**src/rtl/spi_slave_param_if.sv**
```systemverilog
// Bus bundle between the SPI slave front-end and its environment (SPI pins plus RAM side).
// Optional frame_err signal exists only when SPI_SLAVE_FRAME_ERR_EN is defined.
interface spi_slave_param_if #(
  parameter int unsigned DATA_W = 8
);
  localparam int unsigned FRAME_W = DATA_W + 2;

  logic               MOSI;
  logic               ss_n;
  logic               tx_valid;
  logic [DATA_W-1:0]  tx_data;
  logic               MISO;
  logic               rx_valid;
  logic [FRAME_W-1:0] rx_data;
`ifdef SPI_SLAVE_FRAME_ERR_EN
  logic               frame_err;
`endif

  modport slave (
    input  MOSI, ss_n, tx_valid, tx_data,
`ifdef SPI_SLAVE_FRAME_ERR_EN
    output frame_err,
`endif
    output MISO, rx_valid, rx_data
  );

  modport master (
    output MOSI, ss_n, tx_valid, tx_data,
`ifdef SPI_SLAVE_FRAME_ERR_EN
    input  frame_err,
`endif
    input  MISO, rx_valid, rx_data
  );
endinterface

```
**src/rtl/spi_slave_param.sv**
```systemverilog
// Parametrised SPI slave front-end feeding a single-port RAM.
// Captures {cmd[1:0], payload} frames from MOSI, returns RAM read data on MISO.
// Optional feature macro: SPI_SLAVE_FRAME_ERR_EN adds the frame_err abort pulse.
module spi_slave_param #(
  parameter int unsigned DATA_W           = 8,
  parameter bit          ENFORCE_RD_ORDER = 1'b1,
  parameter int unsigned TX_WAIT_MAX      = 0
) (
  input logic              clk,
  input logic              rst,
  spi_slave_param_if.slave bus
);
  localparam int unsigned FRAME_W  = DATA_W + 2;
  localparam int unsigned CntW     = $clog2(FRAME_W + 1);
  localparam int unsigned TxCntW   = $clog2(DATA_W + 1);
  localparam int unsigned WaitW    = (TX_WAIT_MAX > 1) ? $clog2(TX_WAIT_MAX) : 1;
  localparam int unsigned WaitLast = (TX_WAIT_MAX > 0) ? TX_WAIT_MAX - 1 : 0;

  localparam logic [CntW-1:0]   FrameLen = CntW'(FRAME_W);
  localparam logic [TxCntW-1:0] TxLast   = TxCntW'(DATA_W - 1);
  localparam logic [WaitW-1:0]  WaitEnd  = WaitW'(WaitLast);

  // READ_DATA is split into its RX / TX_WAIT / TX_SHIFT phases; DONE is shared by all
  // completed frames and simply waits for ss_n to rise.
  typedef enum logic [2:0] {
    StIdle, StChkCmd, StWrite, StReadAdd, StRdRx, StTxWait, StTxShift, StDone
  } state_e;

  state_e             state_q, state_d;
  logic [CntW-1:0]    cnt_q, cnt_d;
  logic [FRAME_W-1:0] sr_q, sr_d;
  logic [FRAME_W-1:0] rx_data_q, rx_data_d;
  logic               rx_valid_q, rx_valid_d;
  logic               miso_q, miso_d;
  logic               rd_addr_ok_q, rd_addr_ok_d;
  logic [DATA_W-1:0]  tx_sr_q, tx_sr_d;
  logic [TxCntW-1:0]  tx_cnt_q, tx_cnt_d;
  logic [WaitW-1:0]   wait_cnt_q, wait_cnt_d;
  logic               abort_err;

  // Next-state and output logic; an ss_n abort overrides whatever the state decided.
  always_comb begin
    state_d      = state_q;
    cnt_d        = cnt_q;
    sr_d         = sr_q;
    rx_data_d    = rx_data_q;
    rx_valid_d   = 1'b0;
    miso_d       = 1'b0;
    rd_addr_ok_d = rd_addr_ok_q;
    tx_sr_d      = tx_sr_q;
    tx_cnt_d     = tx_cnt_q;
    wait_cnt_d   = wait_cnt_q;
    abort_err    = 1'b0;

    case (state_q)
      StIdle: begin
        cnt_d      = '0;
        sr_d       = '0;
        tx_cnt_d   = '0;
        wait_cnt_d = '0;
        if (!bus.ss_n) state_d = StChkCmd;
      end

      StChkCmd: begin
        if (!bus.ss_n) begin
          sr_d  = {sr_q[FRAME_W-2:0], bus.MOSI};
          cnt_d = cnt_q + CntW'(1);
          if (!bus.MOSI) begin
            state_d = StWrite;
          end else if (ENFORCE_RD_ORDER && rd_addr_ok_q) begin
            state_d = StRdRx;
          end else begin
            state_d = StReadAdd;
          end
        end
      end

      StWrite, StReadAdd, StRdRx: begin
        if (cnt_q == FrameLen) begin
          // Frame complete: deliver even if ss_n rose on this edge.
          rx_data_d  = sr_q;
          rx_valid_d = 1'b1;
          if (state_q == StReadAdd) begin
            rd_addr_ok_d = 1'b1;
            state_d      = StDone;
          end else if (state_q == StRdRx) begin
            rd_addr_ok_d = 1'b0;
            wait_cnt_d   = '0;
            state_d      = StTxWait;
          end else begin
            state_d = StDone;
          end
        end else if (!bus.ss_n) begin
          sr_d  = {sr_q[FRAME_W-2:0], bus.MOSI};
          cnt_d = cnt_q + CntW'(1);
          // Unenforced ordering: second command bit picks READ_DATA.
          if (!ENFORCE_RD_ORDER && state_q == StReadAdd && cnt_q == CntW'(1) && bus.MOSI) begin
            state_d = StRdRx;
          end
        end else begin
          abort_err = (cnt_q != '0);
        end
      end

      StTxWait: begin
        if (bus.ss_n) begin
          abort_err = 1'b1;
        end else if (bus.tx_valid) begin
          tx_sr_d  = bus.tx_data;
          tx_cnt_d = '0;
          state_d  = StTxShift;
        end else if (TX_WAIT_MAX > 0) begin
          if (wait_cnt_q == WaitEnd) begin
            state_d = StDone;
          end else begin
            wait_cnt_d = wait_cnt_q + WaitW'(1);
          end
        end
      end

      StTxShift: begin
        if (bus.ss_n) begin
          abort_err = 1'b1;
        end else begin
          miso_d   = tx_sr_q[DATA_W-1];
          tx_sr_d  = {tx_sr_q[DATA_W-2:0], 1'b0};
          tx_cnt_d = tx_cnt_q + TxCntW'(1);
          if (tx_cnt_q == TxLast) state_d = StDone;
        end
      end

      StDone: begin
      end

      default: state_d = StIdle;
    endcase

    if (state_q != StIdle && bus.ss_n) begin
      state_d = StIdle;
      cnt_d   = '0;
      miso_d  = 1'b0;
    end
  end

  // State and datapath registers.
  always_ff @(posedge clk or posedge rst) begin
    if (rst) begin
      state_q      <= StIdle;
      cnt_q        <= '0;
      sr_q         <= '0;
      rx_data_q    <= '0;
      rx_valid_q   <= 1'b0;
      miso_q       <= 1'b0;
      rd_addr_ok_q <= 1'b0;
      tx_sr_q      <= '0;
      tx_cnt_q     <= '0;
      wait_cnt_q   <= '0;
    end else begin
      state_q      <= state_d;
      cnt_q        <= cnt_d;
      sr_q         <= sr_d;
      rx_data_q    <= rx_data_d;
      rx_valid_q   <= rx_valid_d;
      miso_q       <= miso_d;
      rd_addr_ok_q <= rd_addr_ok_d;
      tx_sr_q      <= tx_sr_d;
      tx_cnt_q     <= tx_cnt_d;
      wait_cnt_q   <= wait_cnt_d;
    end
  end

  assign bus.MISO     = miso_q;
  assign bus.rx_valid = rx_valid_q;
  assign bus.rx_data  = rx_data_q;

`ifdef SPI_SLAVE_FRAME_ERR_EN
  logic frame_err_q, frame_err_d;

  assign frame_err_d = abort_err;

  // One-cycle pulse on an abort of a partial frame or a pending/active read-out.
  always_ff @(posedge clk or posedge rst) begin
    if (rst) begin
      frame_err_q <= 1'b0;
    end else begin
      frame_err_q <= frame_err_d;
    end
  end

  assign bus.frame_err = frame_err_q;
`else
  logic unused_abort_err;
  assign unused_abort_err = abort_err;
`endif
endmodule

```
**src/flat_wrapper.sv**
```systemverilog
// flat-port wrapper written by rule: the top's interface ports become plain ports
module spi_slave_param_flat 
#(
  parameter int unsigned DATA_W           = 8,
  parameter bit          ENFORCE_RD_ORDER = 1'b1,
  parameter int unsigned TX_WAIT_MAX      = 0
)
  (clk, rst, bus_MOSI, bus_ss_n, bus_tx_valid, bus_tx_data, bus_MISO, bus_rx_valid, bus_rx_data);
  spi_slave_param_if #(.DATA_W(DATA_W)) bus_i ();
  input logic clk;
  input logic rst;
  input wire logic [$bits(bus_i.MOSI)-1:0] bus_MOSI;
  input wire logic [$bits(bus_i.ss_n)-1:0] bus_ss_n;
  input wire logic [$bits(bus_i.tx_valid)-1:0] bus_tx_valid;
  input wire logic [$bits(bus_i.tx_data)-1:0] bus_tx_data;
  output wire logic [$bits(bus_i.MISO)-1:0] bus_MISO;
  output wire logic [$bits(bus_i.rx_valid)-1:0] bus_rx_valid;
  output wire logic [$bits(bus_i.rx_data)-1:0] bus_rx_data;
  assign bus_i.MOSI = bus_MOSI;
  assign bus_i.ss_n = bus_ss_n;
  assign bus_i.tx_valid = bus_tx_valid;
  assign bus_i.tx_data = bus_tx_data;
  assign bus_MISO = bus_i.MISO;
  assign bus_rx_valid = bus_i.rx_valid;
  assign bus_rx_data = bus_i.rx_data;
  spi_slave_param #(.DATA_W(DATA_W), .ENFORCE_RD_ORDER(ENFORCE_RD_ORDER), .TX_WAIT_MAX(TX_WAIT_MAX)) u_core (.clk(clk), .rst(rst), .bus(bus_i));
endmodule
```
**config.mk**
```make
export PLATFORM = sky130hd
export DESIGN_NAME = spi_slave_param_flat
export DESIGN_NICKNAME = d
export VERILOG_FILES = /design/src/rtl/spi_slave_param_if.sv /design/src/rtl/spi_slave_param.sv /design/src/flat_wrapper.sv
export SDC_FILE = /design/constraint.sdc
export NUM_CORES = 1
export LEC_CHECK = 0
export CAP_MARGIN = 25
export CELL_PAD_IN_SITES_DETAIL_PLACEMENT = 2
export CELL_PAD_IN_SITES_GLOBAL_PLACEMENT = 2
export CORE_MARGIN = 10
export CORE_UTILIZATION = 30
export CTS_CLUSTER_DIAMETER = 100
export CTS_CLUSTER_SIZE = 30
export DETAILED_ROUTE_END_ITERATION = 6
export GPL_TIMING_DRIVEN = 0
export HOLD_SLACK_MARGIN = 0.1
export PLACE_DENSITY = 0.72
export SLEW_MARGIN = 0
export SYNTH_ARGS = -nofsm -noshare
export SYNTH_HDL_FRONTEND = slang
export SYNTH_SLANG_ARGS = --single-unit
```
**constraint.sdc**
```tcl
create_clock -name clk -period 2.31 [get_ports clk]
set_input_delay 0.3465 -clock clk [delete_from_list [all_inputs] [get_ports clk]]
set_output_delay 0.3465 -clock clk [all_outputs]
set_load 0.005 [all_outputs]
```
==> impl_results.md, run 1 <==
- Core Area: 6869 sq um
- ANT cells: 0
- Die area: 10900 sq um
- CP peak stage delay: 560 ps
- Num CTS Buffers: 5
- Syn Inst Count: 194
- Die height: 104.4 um
- Crit Path Class: reg2reg
- Most frequent cells in the layout: dfrtp_1 (42), clkdlybuf4s50_1 (24), nor2_1 (18), a21oi_1 (18), mux2_2 (10)
- Syn_area_per_cell: 11.02 sq um
- Hold Violations, Final: 0
- Layout cell share with drive strength beyond 1: 0.1762
- CP required: 2550 ps
- Register area share after synthesis: 0.4915
- Final global-route overflow total: 0
- EDFF count, synth: 0
- Leading cell type in the layout, fill and taps excluded: dfrtp_1
- Largest net degree at the start of global routing: 27
- Synthesis-to-finish area growth: 22.94%
- Root Buffer: clkbuf_8
- Row count: 30
- Post-Route Setup TNS: 0 ps
- RSZ-0062 raised after global routing: no
- Vias: 1673
- Async set or reset register ratio after synthesis: 1.000
- Psw: 0.8167 mW
- Final critical-path required period: 1929 ps
- Final hold slack: 340.0 ps
- Reg clk slew, reported paths: 80 ps
- Detailed Place HPWL: 4.213 mm
- Register area: 1051 sq um
- Fill count: 734
- Final core occ: 0.3827
- Max Used Layer: met4
- Post-route cell area: 2629 sq um
- Register-to-register setup slack: 380 ps
- First-pass GRT wire length: 9.929 mm
- Crit path DAT: 2170 ps
- Met1 wire length: 2.694 mm
- Clock Latency Late Sink: 300 ps
- R2R depth: 7
- H-tree levels: 2
- Rel. slew slack: 0.6069
- Gr usage total: 0.1109
- Initial Util: 0.3113
- Vias/cell: 5.180
- R2R Path Start: u_core.cnt_q[0]
- DRC: 0
- Port Buffers: 24
- Met2 wire len: 2.741 mm
- Sequential share of power: 0.415
- Routability cong.: 0.7328
- Count of cells resized by post-cts repair: 0
- CP max stage cell: nor4_4
- Detailed Route Iter0 Violations: 56
- Largest fanout on the critical path: 10
- Iteration count of the initial detailed-routing pass: 4
- Final net count: 242
- Setup WS post-layout: 380.7 ps
- Synth warn: 0
- Mapped Nets: 210
- Initial antenna violation count: 0
- Top FF cell, synth: dfrtp_1
- Synthesized cell area: 2138 sq um
- Crit-path cells: inv_1 -> ha_1 -> and3b_1 -> buf_6 -> nor3_2 -> nor4_4 -> a32o_2
- Setup crit end kind: register
- Routed wire length: 5.752 mm
- Reg2reg end: u_core.sr_q[5]
- Die extent in x: 104.4 um
- Worst Setup SP: u_core.cnt_q[0]
- Synth cell types: 53
- Non-filler cells, final: 323
- Final setup vio count: 0
- Post-CTS setup buffer count: 0
- CTS tree: yes
- Lkg Pwr: 1.188 nW
- Pre-CTS setup slack: 163.6 ps
- Max Cap Viol: 0
- Total power divided by cell area: 866.7 nW/um^2
- Min-Delay Path Class: in2async
- Hold Buf Count CTS: 0
- F_max: 518.3 MHz
- Switching share of total power: 0.3585
- Vias in the first global route: 1873
- Total power: 2.278 mW
- Fin crit share: 0.8352
- Yosys reg bits: 42
- Combinational power share: 0.327
- Pint: 1.462 mW
- Post-placement cell count: 315
- Worst slew pin tran: 585.2 ps
- Clock Sinks: 42
- Status: finished clean
- Area of the multi-input gates: 989.7 sq um
- Clk buf depth: 2
- Peak VDD IR: 390.1 uV
- CP Launch Type: register
- Routed WL per cell: 17.81 um
- Met3 wire len: 237 um
- Layout Skew: 3.499 ps
- Clock power frac: 0.257
- Max-slew violations: 0
- Dpl cell area: 2519 sq um
- Final ANT Viol Nets: 0
- # IOs: 25
-- synthesized netlist by cell type (2+ instances only) --
cell	number	share of area
a22o_1	2	0.0082
nand3_1	2	0.0047
o21ai_0	4	0.0094
clkbuf_1	2	0.0035
nand4_1	2	0.0059
nand3b_1	3	0.011
buf_4	2	0.0070
and2_1	2	0.0059
a32o_2	3	0.016
a32o_1	7	0.033
dfrtp_1	42	0.49
buf_2	6	0.014
nor2_1	18	0.032
o22ai_1	2	0.0059
mux2i_1	8	0.037
nor3_1	5	0.012
nand2b_1	4	0.012
ha_1	3	0.018
a31oi_1	3	0.0088
nor2b_1	3	0.0088
nand2_1	5	0.0088
inv_1	9	0.016
mux2_2	10	0.053
a21oi_1	18	0.042
-- worst max-delay path by stage --
stage / endpoint / cells past startpoint / slack (ps)
4_1_cts: u_core.bus.rx_data[8] / 7 / 340
5_1_grt: u_core.sr_q[8] / 7 / 200
6_report: u_core.sr_q[5] / 7 / 380
3_3_place_gp: u_core.cnt_q[2] / 2 / 6
2_1_floorplan: u_core.bus.rx_data[0] / 7 / 600
3_5_place_dp: u_core.tx_cnt_q[3] / 6 / 160
-- power groups by stage --
stage | Combinational, mW | Clock [mW] | Sequential (mW)
6_report | 0.746 | 0.587 | 0.946
4_1_cts | 0.756 | 0.617 | 0.949
5_1_grt | 0.843 | 0.643 | 0.969
3_5_place_dp | 0.750 | 0 | 0.966
2_1_floorplan | 0.560 | 0 | 0.930
3_3_place_gp | 0.727 | 0 | 0.953
-- cell type report --
| cell class | instances | area share |
|---|---|---|
| clock buffers | 6 | 0.02761 |
| multi-input cells | 132 | 0.3765 |
| flip-flops and latches | 42 | 0.3998 |
| well taps | 96 | 0.04569 |
| repair buffers | 25 | 0.09900 |
| clock inverters | 2 | 0.01428 |
| inverters | 9 | 0.01285 |
| plain buffers | 11 | 0.02427 |
-- worst max-delay path: cells and delay by family, from the launching register on --
kind                     cells  cell delay (ps)
AND/OR/NAND/NOR              3              790
buffers and inverters        2              240
AO/OA/AOI/OAI                1              210
flip-flops                   1              470
adder cells (fa/ha/maj)      1              160
-- routing by layer --
layer,global-route usage,vias to the layer above
met1,0.1396,869
met3,0.03346,6
met4,0.03579,0
met5,0,-
met2,0.1759,18
li1,-,780
-- registers in the layout (all words and copies together), names as in the netlist --
signal and flops:
u_core.bus.MISO 1, u_core.sr_q 10, u_core.bus.rx_data 10, u_core.tx_sr_q 8, u_core.rd_addr_ok_q 1, u_core.state_q 3
u_core.cnt_q 4, u_core.bus.rx_valid 1, u_core.tx_cnt_q 4
-- cell families (layout without fill, tap and decap cells) --
kind of cell,Yosys count,count (layout),share of synthesized area
adder cells (fa/ha/maj),4,4,0.02282
AND/OR/NAND/NOR,54,54,0.1463
AO/OA/AOI/OAI,55,55,0.1984
buffers and inverters,20,53,0.04564
flip-flops,42,42,0.4915
multiplexers,19,19,0.09538
Power figures use the tool's default switching activity.
==> run 2: changes to the inputs <==
==> constraint.sdc (replaced) <==
create_clock -name clk -period 1.8 [get_ports clk]
set_input_delay 0.27 -clock clk [delete_from_list [all_inputs] [get_ports clk]]
set_output_delay 0.27 -clock clk [all_outputs]
set_load 0.005 [all_outputs]
==> run 2 against run 1 <==
Compared with the run above:
- clock skew about the same
- critical path depth down 2
- non-clock buffer count up 7
- core utilization up 1.5 points
- clock power up 29%
- total power up 37%
- register-to-register slack worse by 340 ps
- largest power group unchanged
- flip-flop and latch count unchanged
- sequential share of layout area down 1.4 points
- design area up 4.0%
- worst setup slack worse by 340 ps
- cell count up 2.2%
==> impl_results.md, run 2 (same netlist as run 1, synthesis figures left out) <==
- Dpl cell area: 2519 sq um (unchanged)
- DRC: 0 (unchanged)
- First-pass GRT wire length: 10.16 mm (+2.4%)
- Routed WL per cell: 18.63 um (+4.6%)
- Initial Util: 0.3113 (unchanged)
- Layout Skew: 3.249 ps (-0.2503 ps)
- Crit path DAT: 1940 ps (-230 ps)
- CP Launch Type: register
- Root Buffer: clkbuf_8
- Crit Path Class: reg2reg
- Port Buffers: 24 (unchanged)
- CP required: 1980 ps (-570 ps)
- CTS tree: yes
- CP peak stage delay: 450 ps (-110 ps)
- # IOs: 25 (unchanged)
- Final global-route overflow total: 0 (unchanged)
- Min-Delay Path Class: in2async
- Clk buf depth: 2 (unchanged)
- Setup WS post-layout: 42.11 ps (-338.6 ps)
- Rel. slew slack: 0.7153 (+0.1084)
- CP max stage cell: dfrtp_2
- Worst slew pin tran: 427.0 ps (-158.2 ps)
- Max Cap Viol: 0 (unchanged)
- H-tree levels: 2 (unchanged)
- Post-route cell area: 2733 sq um (+4.0%)
- Synthesis-to-finish area growth: 27.79%
- Die extent in x: 104.4 um (unchanged)
- Detailed Place HPWL: 4.213 mm (unchanged)
- Setup crit end kind: register
- CP bufs+invs: 1 (-1)
- Core Area: 6869 sq um (unchanged)
- Status: finished clean
- Final net count: 249 (+2.9%)
- Reg clk slew, reported paths: 80 ps (about the same)
- Layout cell share with drive strength beyond 1: 0.2308 (+0.05456)
- Total power divided by cell area: 1139 nW/um^2 (+31%)
- F_max: 568.9 MHz (+9.7%)
- Fin crit share: 0.9766 (+0.1414)
- Largest fanout on the critical path: 10 (unchanged)
- Largest net degree at the start of global routing: 27 (unchanged)
- Final setup vio count: 0 (unchanged)
- Routed wire length: 6.147 mm (+6.9%)
- Crit-path cells: buf_4 -> nand3b_1 -> a21oi_4 -> nor2_1 -> a211o_1
- Initial antenna violation count: 0 (unchanged)
- Num CTS Buffers: 5 (unchanged)
- Die area: 10900 sq um (unchanged)
- Peak VDD IR: 522.9 uV (+34%)
- Routability cong.: 0.7328 (unchanged)
- Final critical-path required period: 1758 ps (-171.4 ps)
- Pre-CTS setup slack: -269.9 ps (-433.5 ps)
- Hold Buf Count CTS: 0 (unchanged)
- Most frequent cells in the layout: dfrtp_1 (39), clkdlybuf4s50_1 (24), nor2_1 (18), a21oi_1 (16)
- Fill count: 717 (-2.3%)
- Row count: 30 (unchanged)
- Gr usage total: 0.1128 (+0.001923)
- Hold Violations, Final: 0 (unchanged)
- Clock Latency Late Sink: 300 ps (about the same)
- Final ANT Viol Nets: 0 (unchanged)
- Die height: 104.4 um (unchanged)
- ANT cells: 0 (unchanged)
- Iteration count of the initial detailed-routing pass: 4 (unchanged)
- Worst path top cell family by delay: compound AO/OA/AOI/OAI gates
- Final hold slack: 271.5 ps (-68.52 ps)
- Clock Sinks: 42 (unchanged)
- Vias in the first global route: 1893 (+1.1%)
- Max-slew violations: 0 (unchanged)
- RSZ-0062 raised after global routing: yes
- Total power: 3.112 mW (+37%)
- Vias: 1714 (+2.5%)
- Detailed Route Iter0 Violations: 50 (-11%)
- Vias/cell: 5.194 (+0.28%)
- Lkg Pwr: 1.235 nW (+4.0%)
- Leading cell type in the layout, fill and taps excluded: dfrtp_1
-- run 2: cell types whose count changed in the layout (fill, tap and decap cells not counted), moves of 2 or more --
cell     delta
dfrtp_1     -3
buf_2       -4
buf_4       +8
a21oi_2     +2
dfrtp_2     +3
a21oi_1     -2
-- run 2: layout make-up --
type / instances / area (sq um) / area share
Buffer: 11 / 78.83 / 0.02885
Clock buffer: 6 / 72.57 / 0.02656
Clock inverter: 2 / 37.54 / 0.01374
Inverter: 9 / 33.78 / 0.01236
Multi-Input combinational cell: 132 / 1010 / 0.3695
Sequential cell: 42 / 1055 / 0.3860
Tap cell: 96 / 120.1 / 0.04396
Timing Repair Buffer: 32 / 325.3 / 0.1190
-- run 2: path summary, 6_finish.rpt --
check | startpoint | to | slack [ps] | cells after the start
min in group clk | u_core.bus.rx_data[0] | u_core.bus.rx_data[0] | 510 | 1
min reg2reg | u_core.bus.rx_data[0] | u_core.bus.rx_data[0] | 510 | 1
max in group asynchronous | rst | u_core.cnt_q[1] | 1040 | 3
max | u_core.state_q[1] | u_core.tx_cnt_q[2] | 40 | 5
max reg2reg | u_core.state_q[1] | u_core.tx_cnt_q[2] | 40 | 5
min | rst | u_core.tx_sr_q[2] | 270 | 2
-- run 2: metal layers --
layer	part of all wire	wire (um)	up-vias	global-route usage
li1	-	-	795	-
met1	0.46	2805	890	0.1418
met3	0.038	235	8	0.02850
met4	0.014	87	0	0.03777
met5	0	0	-	0
met2	0.49	3018	21	0.1826
-- run 2: power breakdown --
part / switching (mW) / total (mW) / internal, mW
clock: 0.341 / 0.755 / 0.414
combinational: 0.663 / 1.15 / 0.489
sequential: 0.110 / 1.21 / 1.10
-- run 2: what timing repair did --
item,CTS,global route
buffers inserted,2,5
pin swaps,2,2
gates resized for setup,5,11
setup endpoints to repair,20,33
hold endpoints to repair,0,0
-- run 2: through the flow --
stage               utilization  TNS, ps  std cells
floorplan                     -        0        194
global placement         0.3638   -20570        314
detailed placement       0.3667    -5074        315
CTS                      0.3874        0        325
global route             0.3978   -162.5        330
finish                   0.3978        0        330
==> run 3: changes to the inputs <==
--- a/config.mk
+++ b/config.mk
@@ -5,17 +5,18 @@
 export SDC_FILE = /design/constraint.sdc
 export NUM_CORES = 1
 export LEC_CHECK = 0
+export ABC_AREA = 0
 export CAP_MARGIN = 25
 export CELL_PAD_IN_SITES_DETAIL_PLACEMENT = 2
 export CELL_PAD_IN_SITES_GLOBAL_PLACEMENT = 2
 export CORE_MARGIN = 10
-export CORE_UTILIZATION = 30
+export CORE_UTILIZATION = 36
 export CTS_CLUSTER_DIAMETER = 100
 export CTS_CLUSTER_SIZE = 30
 export DETAILED_ROUTE_END_ITERATION = 6
 export GPL_TIMING_DRIVEN = 0
 export HOLD_SLACK_MARGIN = 0.1
-export PLACE_DENSITY = 0.72
+export PLACE_DENSITY = 0.83
 export SLEW_MARGIN = 0
 export SYNTH_ARGS = -nofsm -noshare
 export SYNTH_HDL_FRONTEND = slang
==> run 3 against run 2 <==
Compared with the run above:
- critical endpoint is now u_core.sr_q[0]
- sequential share of layout area down 0.23 points
- first-iteration DRC count unchanged
- flip-flop and latch count unchanged
- critical path type unchanged
- largest power group unchanged
==> impl_results.md, run 3 (same netlist as run 1, synthesis figures left out) <==
- Largest fanout on the critical path: 10 (unchanged)
- DRC: 0 (unchanged)
- Clk buf depth: 2 (unchanged)
- Switching share of total power: 0.3408 (-0.01691)
- Hold Violations, Final: 0 (unchanged)
- Worst slew pin tran: 486.9 ps (+59.90 ps)
- Status: finished clean
- Gr usage total: 0.1368 (+0.02402)
- Lkg Pwr: 1.265 nW (+2.4%)
- Register-to-register setup slack: 70 ps (+30 ps)
- Combinational power share: 0.340 (-0.030)
- F_max: 577.5 MHz (+1.5%)
- CP Launch Type: register
- Final setup vio count: 0 (unchanged)
- Clock Sinks: 42 (unchanged)
- Total power divided by cell area: 1177 nW/um^2 (+3.4%)
- # IOs: 25 (unchanged)
- Sequential share of power: 0.374 (-0.013)
- Routed WL per cell: 20.02 um (+7.5%)
- Routability cong.: 0.7610 (+3.8%)
- Layout Skew: 8.995 ps (+5.746 ps)
- Final ANT Viol Nets: 0 (unchanged)
- Fin crit share: 0.9621 (-0.01454)
- Routed wire length: 6.207 mm (+0.98%)
- Clock power frac: 0.287 (+0.045)
- Most frequent cells in the layout: dfrtp_1 (39), clkdlybuf4s50_1 (24), nor2_1 (18), a21oi_1 (16), buf_4 (11)
- Max Cap Viol: 0 (unchanged)
- Rel. slew slack: 0.6754 (-0.03993)
- Post-Route Setup TNS: 0 ps (unchanged)
- Iteration count of the initial detailed-routing pass: 4 (unchanged)
- Die area: 9423 sq um (-14%)
- CP peak stage delay: 450 ps (about the same)
- Hold Buf Count CTS: 0 (unchanged)
- Pint: 2.133 mW (+6.7%)
- Post-route cell area: 2749 sq um (+0.60%)
- Final net count: 250 (+0.40%)
- Max-slew violations: 0 (unchanged)
- Final critical-path required period: 1732 ps (-26.17 ps)
- Crit Path Class: reg2reg
- Min-Delay Path Class: in2async
- Detailed Route Iter0 Violations: 50 (unchanged)
- Die height: 97.07 um (-7.0%)
- Root Buffer: clkbuf_8
- R2R Path Start: u_core.cnt_q[1]
- Row count: 28 (-6.7%)
- Largest net degree at the start of global routing: 43 (+59%)
- Register area: 1055 sq um (unchanged)
- Clock Latency Late Sink: 300 ps (about the same)
- CP max stage cell: dfrtp_2
- Initial antenna violation count: 0 (unchanged)
- Port Buffers: 24 (unchanged)
- Reg clk slew, reported paths: 90 ps (about the same)
- Core Area: 5851 sq um (-15%)
- Psw: 1.103 mW (-0.93%)
- Vias/cell: 5.606 (+7.9%)
- Peak VDD IR: 498.7 uV (-4.6%)
- Dpl cell area: 2492 sq um (-1.0%)
- ANT cells: 0 (unchanged)
- Detailed Place HPWL: 4.085 mm (-3.0%)
- Crit-path cells: ha_2 -> and3b_1 -> buf_6 -> nor4_4 -> nor4_4 -> buf_6 -> a32o_1
- H-tree levels: 2 (unchanged)
- Setup crit end kind: register
- Reg2reg end: u_core.sr_q[0]
- Synthesis-to-finish area growth: 28.55%
- Final global-route overflow total: 0 (unchanged)
- Vias: 1738 (+1.4%)
- Final hold slack: 318.8 ps (+47.30 ps)
- Fill count: 601 (-16%)
- CTS tree: yes
- R2R depth: 7 (+2)
- Layout cell share with drive strength beyond 1: 0.2511 (+0.02029)
- First-pass GRT wire length: 10.75 mm (+5.8%)
- Vias in the first global route: 2017 (+6.6%)
- Leading cell type in the layout, fill and taps excluded: dfrtp_1
- Crit path DAT: 1920 ps (-20 ps)
- Area of the multi-input gates: 1020 sq um (+0.99%)
- Initial Util: 0.3655 (+0.05419)
- Num CTS Buffers: 5 (unchanged)
- CP required: 1990 ps (about the same)
- Die extent in x: 97.07 um (-7.0%)
-- run 3: changes by cell type in the layout (fill, tap and decap cells not counted) --
cell	before	now
clkinvlp_4	1	0
buf_12	2	1
clkbuf_8	5	6
nand2b_1	3	2
clkbuf_1	2	0
ha_2	0	1
nand2b_4	0	1
bufinv_16	1	2
clkbuf_2	1	2
ha_1	3	2
buf_4	10	11
buf_6	2	3
-- run 3: worst max-delay path: cells and delay by family, from the launching register on --
family / cells / cell delay, ps
compound gates: 1 / 210
fa+ha+maj: 1 / 190
buf+inv: 2 / 300
flops: 1 / 450
simple gates: 3 / 470
-- run 3: how the worst max path moves through the flow --
stage                       from                     to  slack (ps)  depth (start not counted)
6_report         u_core.cnt_q[1]         u_core.sr_q[0]          70                          7
5_1_grt          u_core.cnt_q[0]         u_core.sr_q[3]         -40                          8
4_1_cts        u_core.state_q[0]      u_core.tx_sr_q[7]          -9                          6
3_5_place_dp            bus_ss_n     u_core.tx_cnt_q[3]        -280                          6
3_3_place_gp                 rst      u_core.state_q[2]        -370                          2
2_1_floorplan    u_core.cnt_q[0]  u_core.bus.rx_data[0]          90                          7
-- run 3: routing by layer --
| metal | routed length, um | track usage | part of all wire | vias to the layer above |
|---|---|---|---|---|
| met5 | 0 | 0 | 0 | - |
| met4 | 88 | 0.05108 | 0.014 | 0 |
| met3 | 177 | 0.02774 | 0.029 | 7 |
| met2 | 3271 | 0.2351 | 0.53 | 27 |
| met1 | 2670 | 0.1632 | 0.43 | 907 |
| li1 | - | - | - | 797 |
-- run 3: cell type report --
cell class	count	area share
buffer	11	0.02913
multi-input combinational	132	0.3710
clock inverter	2	0.02185
clock buffer	6	0.03004
timing repair buffer	33	0.1179
tap	75	0.03414
sequential	42	0.3837
inverter	9	0.01229
-- run 3: per-stage QoR --
step	std cells	setup WS [ps]	power [mW]	utilization
after floorplan	194	92.22	1.913	-
after global placement	293	-373.9	2.144	0.4226
after detailed placement	294	-280.3	2.211	0.4260
after CTS	304	-9.333	3.221	0.4566
after global routing	310	-37.71	3.445	0.4698
final	310	68.29	3.237	0.4698
-- run 3: what timing repair did --
| action | CTS | global route |
|---|---|---|
| buffers inserted | 2 | 7 |
| gates resized for setup | 6 | 15 |
| gates cloned | 0 | 0 |
| setup endpoints to repair | 20 | 35 |
| pin swaps | 2 | 2 |
-- run 3: power groups by stage --
stage | combinational [mW] | clock [mW] | sequential [mW]
2_1_floorplan | 0.719 | 0 | 1.19
3_3_place_gp | 0.920 | 0 | 1.22
3_5_place_dp | 0.971 | 0 | 1.24
4_1_cts | 1.05 | 0.962 | 1.21
5_1_grt | 1.22 | 0.986 | 1.24
6_report | 1.10 | 0.928 | 1.21
